File: config.mk
export PLATFORM = sky130hd
export DESIGN_NAME = bp_fe_queue_rollback_fifo
export DESIGN_NICKNAME = d
export VERILOG_FILES = /design/src/rtl/bp_fe_queue_rollback_fifo_pkg.sv /design/src/rtl/bp_fe_queue_rollback_fifo_mem.sv /design/src/rtl/bp_fe_queue_rollback_fifo.sv
export SDC_FILE = /design/constraint.sdc
export NUM_CORES = 1
export LEC_CHECK = 0
export CAP_MARGIN = 10
export CORE_MARGIN = 5
export CORE_UTILIZATION = 40
export DETAILED_ROUTE_END_ITERATION = 16
export SETUP_SLACK_MARGIN = 0.4
export SYNTH_ARGS = -nofsm -noshare
export SYNTH_HDL_FRONTEND = slang
export SYNTH_HIERARCHICAL = 1
export SYNTH_SLANG_ARGS = --single-unit
File: constraint.sdc
create_clock -name clk_i -period 10.6 [get_ports clk_i]
set_clock_uncertainty 0.1 [all_clocks]
set_input_delay 3.18 -clock clk_i [delete_from_list [all_inputs] [get_ports clk_i]]
set_output_delay 3.18 -clock clk_i [all_outputs]
set_load 0.05 [all_outputs]
File: src/rtl/bp_fe_queue_rollback_fifo_pkg.sv
// Shared configuration for the FE->BE rollback queue: processor configs and
// the fe_queue packet width each of them implies.
package bp_fe_queue_rollback_fifo_pkg;

  typedef enum logic [0:0] {
    e_bp_inv_cfg     = 1'b0,
    e_bp_default_cfg = 1'b1
  } bp_params_e;

  // Packet width is the flattened fe_queue struct for the chosen config.
  function automatic int fe_queue_width_f(input bp_params_e cfg);
    return (cfg == e_bp_default_cfg) ? 119 : 32;
  endfunction

endpackage

File: src/rtl/bp_fe_queue_rollback_fifo_mem.sv
// One-write, one-asynchronous-read storage array for queue packets.
module bp_fe_queue_rollback_fifo_mem
  #(parameter int width_p = 32,
    parameter int els_p = 8,
    parameter int read_write_same_addr_p = 0,
    localparam int addr_width_lp = (els_p > 1) ? $clog2(els_p) : 1)
  (input  logic                     clk_i,
   input  logic                     w_v_i,
   input  logic [addr_width_lp-1:0] w_addr_i,
   input  logic [width_p-1:0]       w_data_i,
   input  logic                     r_v_i,
   input  logic [addr_width_lp-1:0] r_addr_i,
   output logic [width_p-1:0]       r_data_o);

  logic [width_p-1:0] mem [els_p];

  // Data storage carries no reset; validity is tracked by the pointers.
  always_ff @(posedge clk_i) begin
    if (w_v_i)
      mem[w_addr_i] <= w_data_i;
  end

  assign r_data_o = mem[r_addr_i];

  if (read_write_same_addr_p == 0) begin : g_no_rw_same
    no_rw_same_addr : assert property (@(posedge clk_i)
      !(w_v_i && r_v_i && (w_addr_i == r_addr_i)));
  end

endmodule

File: src/rtl/bp_fe_queue_rollback_fifo.sv
// Checkpointed FE->BE queue: read entries are held until committed (deq),
// can be replayed (roll), and unread entries can be discarded (clr).
module bp_fe_queue_rollback_fifo
  import bp_fe_queue_rollback_fifo_pkg::*;
  #(parameter bp_params_e bp_params_p = e_bp_inv_cfg,
    parameter int els_p = 8,
    localparam int fe_queue_width_lp = fe_queue_width_f(bp_params_p))
  (input  logic                         clk_i,
   input  logic                         reset_i,
   input  logic [fe_queue_width_lp-1:0] fe_queue_i,
   input  logic                         fe_queue_v_i,
   output logic                         fe_queue_ready_o,
   output logic [fe_queue_width_lp-1:0] fe_queue_o,
   output logic                         fe_queue_v_o,
   input  logic                         fe_queue_yumi_i,
   input  logic                         fe_queue_deq_i,
   input  logic                         fe_queue_roll_i,
   input  logic                         fe_queue_clr_i,
   output logic                         empty_o);

  localparam int addr_width_lp = (els_p > 1) ? $clog2(els_p) : 1;
  localparam int ptr_width_lp  = addr_width_lp + 1;

  // Handshakes: enqueue fires on fe_queue_v_i & fe_queue_ready_o; the BE may
  // only assert fe_queue_yumi_i while fe_queue_v_o is high, and only deq when
  // at least one read entry is uncommitted.
  logic [ptr_width_lp-1:0] wptr, rptr, cptr;
  logic [ptr_width_lp-1:0] wptr_e, rptr_y, cptr_n, rptr_n, wptr_n;
  logic [ptr_width_lp-1:0] occupancy;
  logic                    enq;

  assign occupancy        = wptr - cptr;
  assign fe_queue_ready_o = (occupancy != ptr_width_lp'(els_p));
  assign fe_queue_v_o     = (rptr != wptr);
  assign empty_o          = (wptr == cptr);
  assign enq              = fe_queue_v_i & fe_queue_ready_o;

  // Order matters: the rewind target is the post-commit pointer, and clr
  // snaps the write pointer onto the post-roll read pointer.
  assign cptr_n = cptr + ptr_width_lp'(fe_queue_deq_i);
  assign rptr_y = rptr + ptr_width_lp'(fe_queue_yumi_i);
  assign wptr_e = wptr + ptr_width_lp'(enq);
  assign rptr_n = fe_queue_roll_i ? cptr_n : rptr_y;
  assign wptr_n = fe_queue_clr_i  ? rptr_n : wptr_e;

  always_ff @(posedge clk_i or posedge reset_i) begin
    if (reset_i) begin
      wptr <= '0;
      rptr <= '0;
      cptr <= '0;
    end else begin
      wptr <= wptr_n;
      rptr <= rptr_n;
      cptr <= cptr_n;
    end
  end

  bp_fe_queue_rollback_fifo_mem
    #(.width_p(fe_queue_width_lp), .els_p(els_p), .read_write_same_addr_p(0))
    mem
     (.clk_i   (clk_i),
      .w_v_i   (enq),
      .w_addr_i(wptr[addr_width_lp-1:0]),
      .w_data_i(fe_queue_i),
      .r_v_i   (fe_queue_v_o),
      .r_addr_i(rptr[addr_width_lp-1:0]),
      .r_data_o(fe_queue_o));

  yumi_without_valid : assert property (@(posedge clk_i) disable iff (reset_i)
    fe_queue_yumi_i |-> fe_queue_v_o);
  deq_without_read : assert property (@(posedge clk_i) disable iff (reset_i)
    fe_queue_deq_i |-> (cptr != rptr));

endmodule

-- Yosys cells after proc, flatten, opt, wreduce, memory -nomap -nowiden
Memories as Yosys holds them, arrays and structs flattened.
Index checks and enable logic that the tools add are counted.
- add/subtract/negate cells: 4
- $mul: 0
- divide/modulo/power cells: 0
- magnitude comparators: 0
- equality and inequality tests: 3
- shift operators: 0
- mux-type cells: 4
- bitwise gates (word level): 1
- reductions and logical operators: 0
- operator list (operator ; count):
    adder 4 x 1 -> 4 bit ; 3
    2-to-1 mux 4 bit ; 2
    equality test 4 bit ; 1
    != test 4 bit ; 1
    != test 4 bit (second input constant) ; 1
    subtractor 4 bit ; 1
    2-to-1 mux 1 bit ; 2
    bitwise AND 1 bit ; 1
- flip-flop bits (word level): 12
- bits in latches: 0
- RAM bits: 256
- bits in read-only memories: 0
- input bits: 39
- output and inout port bits: 35
- memories kept: 1
- memories (memory ; depth ; bits a word ; rd ports ; clocked after memory_dff ; wr ports ; RTL line ; text):
    mem.mem ; 8 ; 32 ; 1 ; 0 ; 1 ; bp_fe_queue_rollback_fifo_mem.sv:15 ; logic [width_p-1:0] mem [els_p];

-- Logic depth before layout (Yosys ltp)
- depth after elaboration: 5
- depth in mapped cells: 9
- depth with buffers taken out: 9

-- Modules after synthesis
Netlist, hierarchy kept.
- modules (own cells, without submodules) (module ; times used ; cells an instance ; area an instance (um^2) ; seq. area each (um^2)):
    bp_fe_queue_rollback_fifo_mem ; 1 ; 383 ; 9825.7 ; 7687.4
    bp_fe_queue_rollback_fifo ; 1 ; 62 ; 745.7 ; 300.3

-- Least setup slack after synthesis
Ideal clock, no wire load.
- path type: input -> register
- from: input port fe_queue_v_i
- to: memory mem.mem[4][0], enable pin
- arrival: 5.717 ns
- path slack: 4.322 ns
- stages on the path: 3
- buffers on the path: 0
- path through: nor3b_2 nand2_1 nor3_1
- word-level cells in the longest chain between the ends: 3
- ends and longest elaborated chain (element ; RTL line ; text):
    from (decl) ; bp_fe_queue_rollback_fifo.sv:11 ; input logic fe_queue_v_i,
    bitwise AND 1 bit ; bp_fe_queue_rollback_fifo.sv:36 ; assign enq = fe_queue_v_i & fe_queue_ready_o;
    2-to-1 mux 1 bit ; bp_fe_queue_rollback_fifo_mem.sv:19 ; if (w_v_i)
    2-to-1 mux 1 bit (implied by the code) ; bp_fe_queue_rollback_fifo_mem.sv:20 ; mem[w_addr_i] <= w_data_i;
    to (decl) ; bp_fe_queue_rollback_fifo_mem.sv:15 ;
Every way passes these cells.

-- Worst setup path after layout
- from: register rptr[0]
- to: output port fe_queue_o[29]
- word-level cells in the longest chain between the ends: 1
- ends and longest elaborated chain (element ; RTL line ; text):
    from (decl) ; bp_fe_queue_rollback_fifo.sv:27 ; logic [ptr_width_lp-1:0] wptr, rptr, cptr;
    from (signal assigned) ; bp_fe_queue_rollback_fifo.sv:53 ; rptr <= rptr_n;
    memory read (8 x 32 bit) ; -- ;
    to (decl) ; bp_fe_queue_rollback_fifo.sv:13 ; output logic [fe_queue_width_lp-1:0] fe_queue_o,
Every way passes these cells.

==> results by group <==
Status
  • Status: complete, no violations

Worst setup path
  • Crit path kind: flip-flop to output pin
  • WP data required: 7.32 ns
  • Flop2flop setup slack: 7.00 ns
  • Worst setup path start: rptr[0]
  • Cell chain of the critical path: buf_4, mux4_1, mux2_2, clkdlybuf4s50_1
  • Crit path DAT: 3.63 ns
  • Largest stage delay, worst path: about 0.81 ns
  • Critical path endpoint category: output pin
  • R2r worst-path depth: 8
  • Startpoint types: flip-flop
  • RR Startpoint: wptr[0]
  • Worst R2R End: mem/mem[0][14]
  • Worst Setup EP: fe_queue_o[29]
  • Crit-path max FO: between 50 and 60
  • CP max-delay cell: buf_4

Clock network
  • Worst-path clk slew: about 0.060 ns
  • Cts-stage hold buffer count: 0
  • Root Driver: clkbuf_16
  • CTS Buffer Depth: 3
  • CTS Buf Count: 27
  • CTS tree: built
  • Post-CTS setup buffers: 0
  • Post-CTS Resized: 0
  • Clock sinks: approximately 270
  • Later-pin clock latency in the skew report: approximately 0.51 ns
  • # H-tree levels: 1

Die
  • Full die area: 29800 sq um
  • Die X: 173 um
  • Core area: 26100 sq um
  • Initial core utilization: 0.406
  • Standard-cell rows: slightly below 60
  • Die Y: 173 um
  • Number of top-level pins: 74

Synthesis
  • Post-Synth Simple-Gate Area: 0.0143
  • Largest family of logic cells by synthesized area: multiplexers
  • Synth cell types: 31
  • Main area contributors after synthesis: edfxtp_1 (73%), mux4_1 (9.9%), mux4_2 (5.1%), mux2_2 (4.0%), dfrtp_1 (2.8%)
  • Synth warnings: 6
  • Mapped Nets: 493
  • Post-synthesis xor/xnor area fraction: 0.0104
  • Synth Area in Compound Gates: 0.00284
  • Yosys top cell area share: 0.727
  • Post-Syn Instances: 445
  • Mapped cell area: 10600 sq um
  • Mux cell area share after synthesis: 0.192
  • Synth Area in Adders: 0.0107
  • Yosys top cell by area: edfxtp_1
  • #FFs+latches synth: 268
  • Syn avg cell area: approximately 24 sq um
  • Sequential cell area fraction in the yosys report: 0.756

Global routing
  • Initial antenna violation count: 0
  • Overall global routing resource usage: 0.133
  • Total congestion overflow: 0
  • Largest net degree at the start of global routing: 53
  • Wire length of the first global-routing pass: between 30 and 40 mm
  • Vias in the first global route: 5070

Layout
  • Commonest non-fill, non-tap cells in the layout: edfxtp_1 (256), clkdlybuf4s50_1 (73), mux4_1 (40)
  • Synth-to-layout area growth: 18.7%
  • Proportion of layout cells with a drive suffix above 1: 0.223
  • Final #Nets: 588
  • # diodes: 0
  • Post-layout util: 0.482
  • Commonest non-fill, non-tap cell in the layout: edfxtp_1

Route
  • Via count: 4708
  • Pre-Repair DR Iteration Count: 4
  • Avg Vias per Cell: 5.28
  • # DRC: 0
  • WL/cell: 22.4 um
  • Initial detailed-routing violation count: 326
  • Post-Route WL: 20.0 mm
  • ANT nets after route: 0

Flow run
  • Max_cap viols: 0

Timing
  • Final hold vios: 0
  • Fin crit share: 0.652
  • Highest Clock Rate: 145 MHz
  • Unrepaired setup endpoints after global routing: false
  • Max Slew Vio Count: 0
  • Fin crit period: 6.91 ns
  • Relative slew slack: 0.243
  • Worst-Margin Slew: about 1.1 ns
  • Final Setup Violations: 0
  • Post-route setup TNS: 0 ns

Power
  • P_leak: 0.00415 uW
  • Cell Pwr Density: 305 nW/um^2
  • Worst vdd ir: 0.184 mV

Hold path
  • Worst Hold Class: flip-flop to flip-flop

Place
  • Gpl congestion: 0.682
  • # port buffers: 73
  • Final HPWL DP: 11.3 mm
## power by group
group | switching (uW) | internal, uW
combinational | 851 | 616
clock | 361 | 515
sequential | 124 | 1360
total | 1340 | 2490
## flip-flops by register name, indices dropped and copies added, names as in the netlist
register and count:
cptr 4, mem/mem 256, rptr 4, wptr 4
## layout make-up
class                   count  area (sq um)
clock inverters            11           106
fillers                  2136         13500
inverters                   6          22.5
clock buffers              35           706
repair buffers             84           813
multi-input cells         153          2490
flip-flops and latches    268          7990
well taps                 335           419
## per-stage QoR
stage / power (uW) / setup slack (ns) / hold slack (ns) / cell area, sq um / std cells
after floorplan: 2530 / 4.32 / 0.372 / 10600 / 445
after global placement: 2990 / 4.18 / 0.414 / 11700 / 846
after detailed placement: 3000 / 4.16 / 0.413 / 11700 / 846
after CTS: 3890 / 3.60 / 0.416 / 12500 / 892
after global routing: 4010 / 3.51 / 0.443 / 12500 / 892
final: 3830 / 3.69 / 0.415 / 12500 / 892
## logic make-up (layout without fill, tap and decap cells)
family          Yosys count  count (layout)
buf+inv                  24             136
compound gates            4               4
xor+xnor                 11              11
mux                     103             103
flops                   268             268
simple gates             26              26
fa+ha+maj                 9               9
## worst max-delay path: cells and delay by family (launching register included)
kind / cells / cell delay, ns
flip-flops: 1 / 0.59
buffers and inverters: 2 / 1.51
multiplexers: 2 / 0.96
## worst min-delay path by stage
stage	endpoint	startpoint	depth (start not counted)	slack (ns)
global placement	cptr[2]	cptr[2]	1	0.41
finish	cptr[2]	cptr[2]	1	0.42
detailed placement	cptr[2]	cptr[2]	1	0.41
CTS	cptr[2]	cptr[2]	1	0.42
global route	cptr[2]	cptr[2]	1	0.44
floorplan	cptr[2]	cptr[2]	1	0.37
## Yosys cell counts
cell      instances
and3b_2           1
and2_1            1
buf_1             4
and4_4            1
nand2_1           2
a211oi_1          1
buf_6             7
xnor2_1           5
clkbuf_1          1
xnor3_1           1
mux2_2           38
a31o_2            1
nand4_1           2
nor2b_1           1
edfxtp_1        256
inv_1             6
nor3b_2           1
a221oi_1          1
buf_2             6
a21oi_1           1
dfrtp_1          12
mux4_1           40
xor2_1            5
nand2b_1          4
nor3_1            2
and4_1            1
nor2_1            7
ha_1              9
mux4_2           24
nand3_1           3
mux2i_1           1
## per-layer routing
layer  routed length [um]  GRT usage  vias to the layer above
li1                     -          -                     2097
met1                 9040      0.185                     2495
met2                 9920      0.219                       92
met3                  822     0.0255                       24
met4                  244     0.0297                        0
met5                    0          0                        -
(Power assumes the default switching activity.)
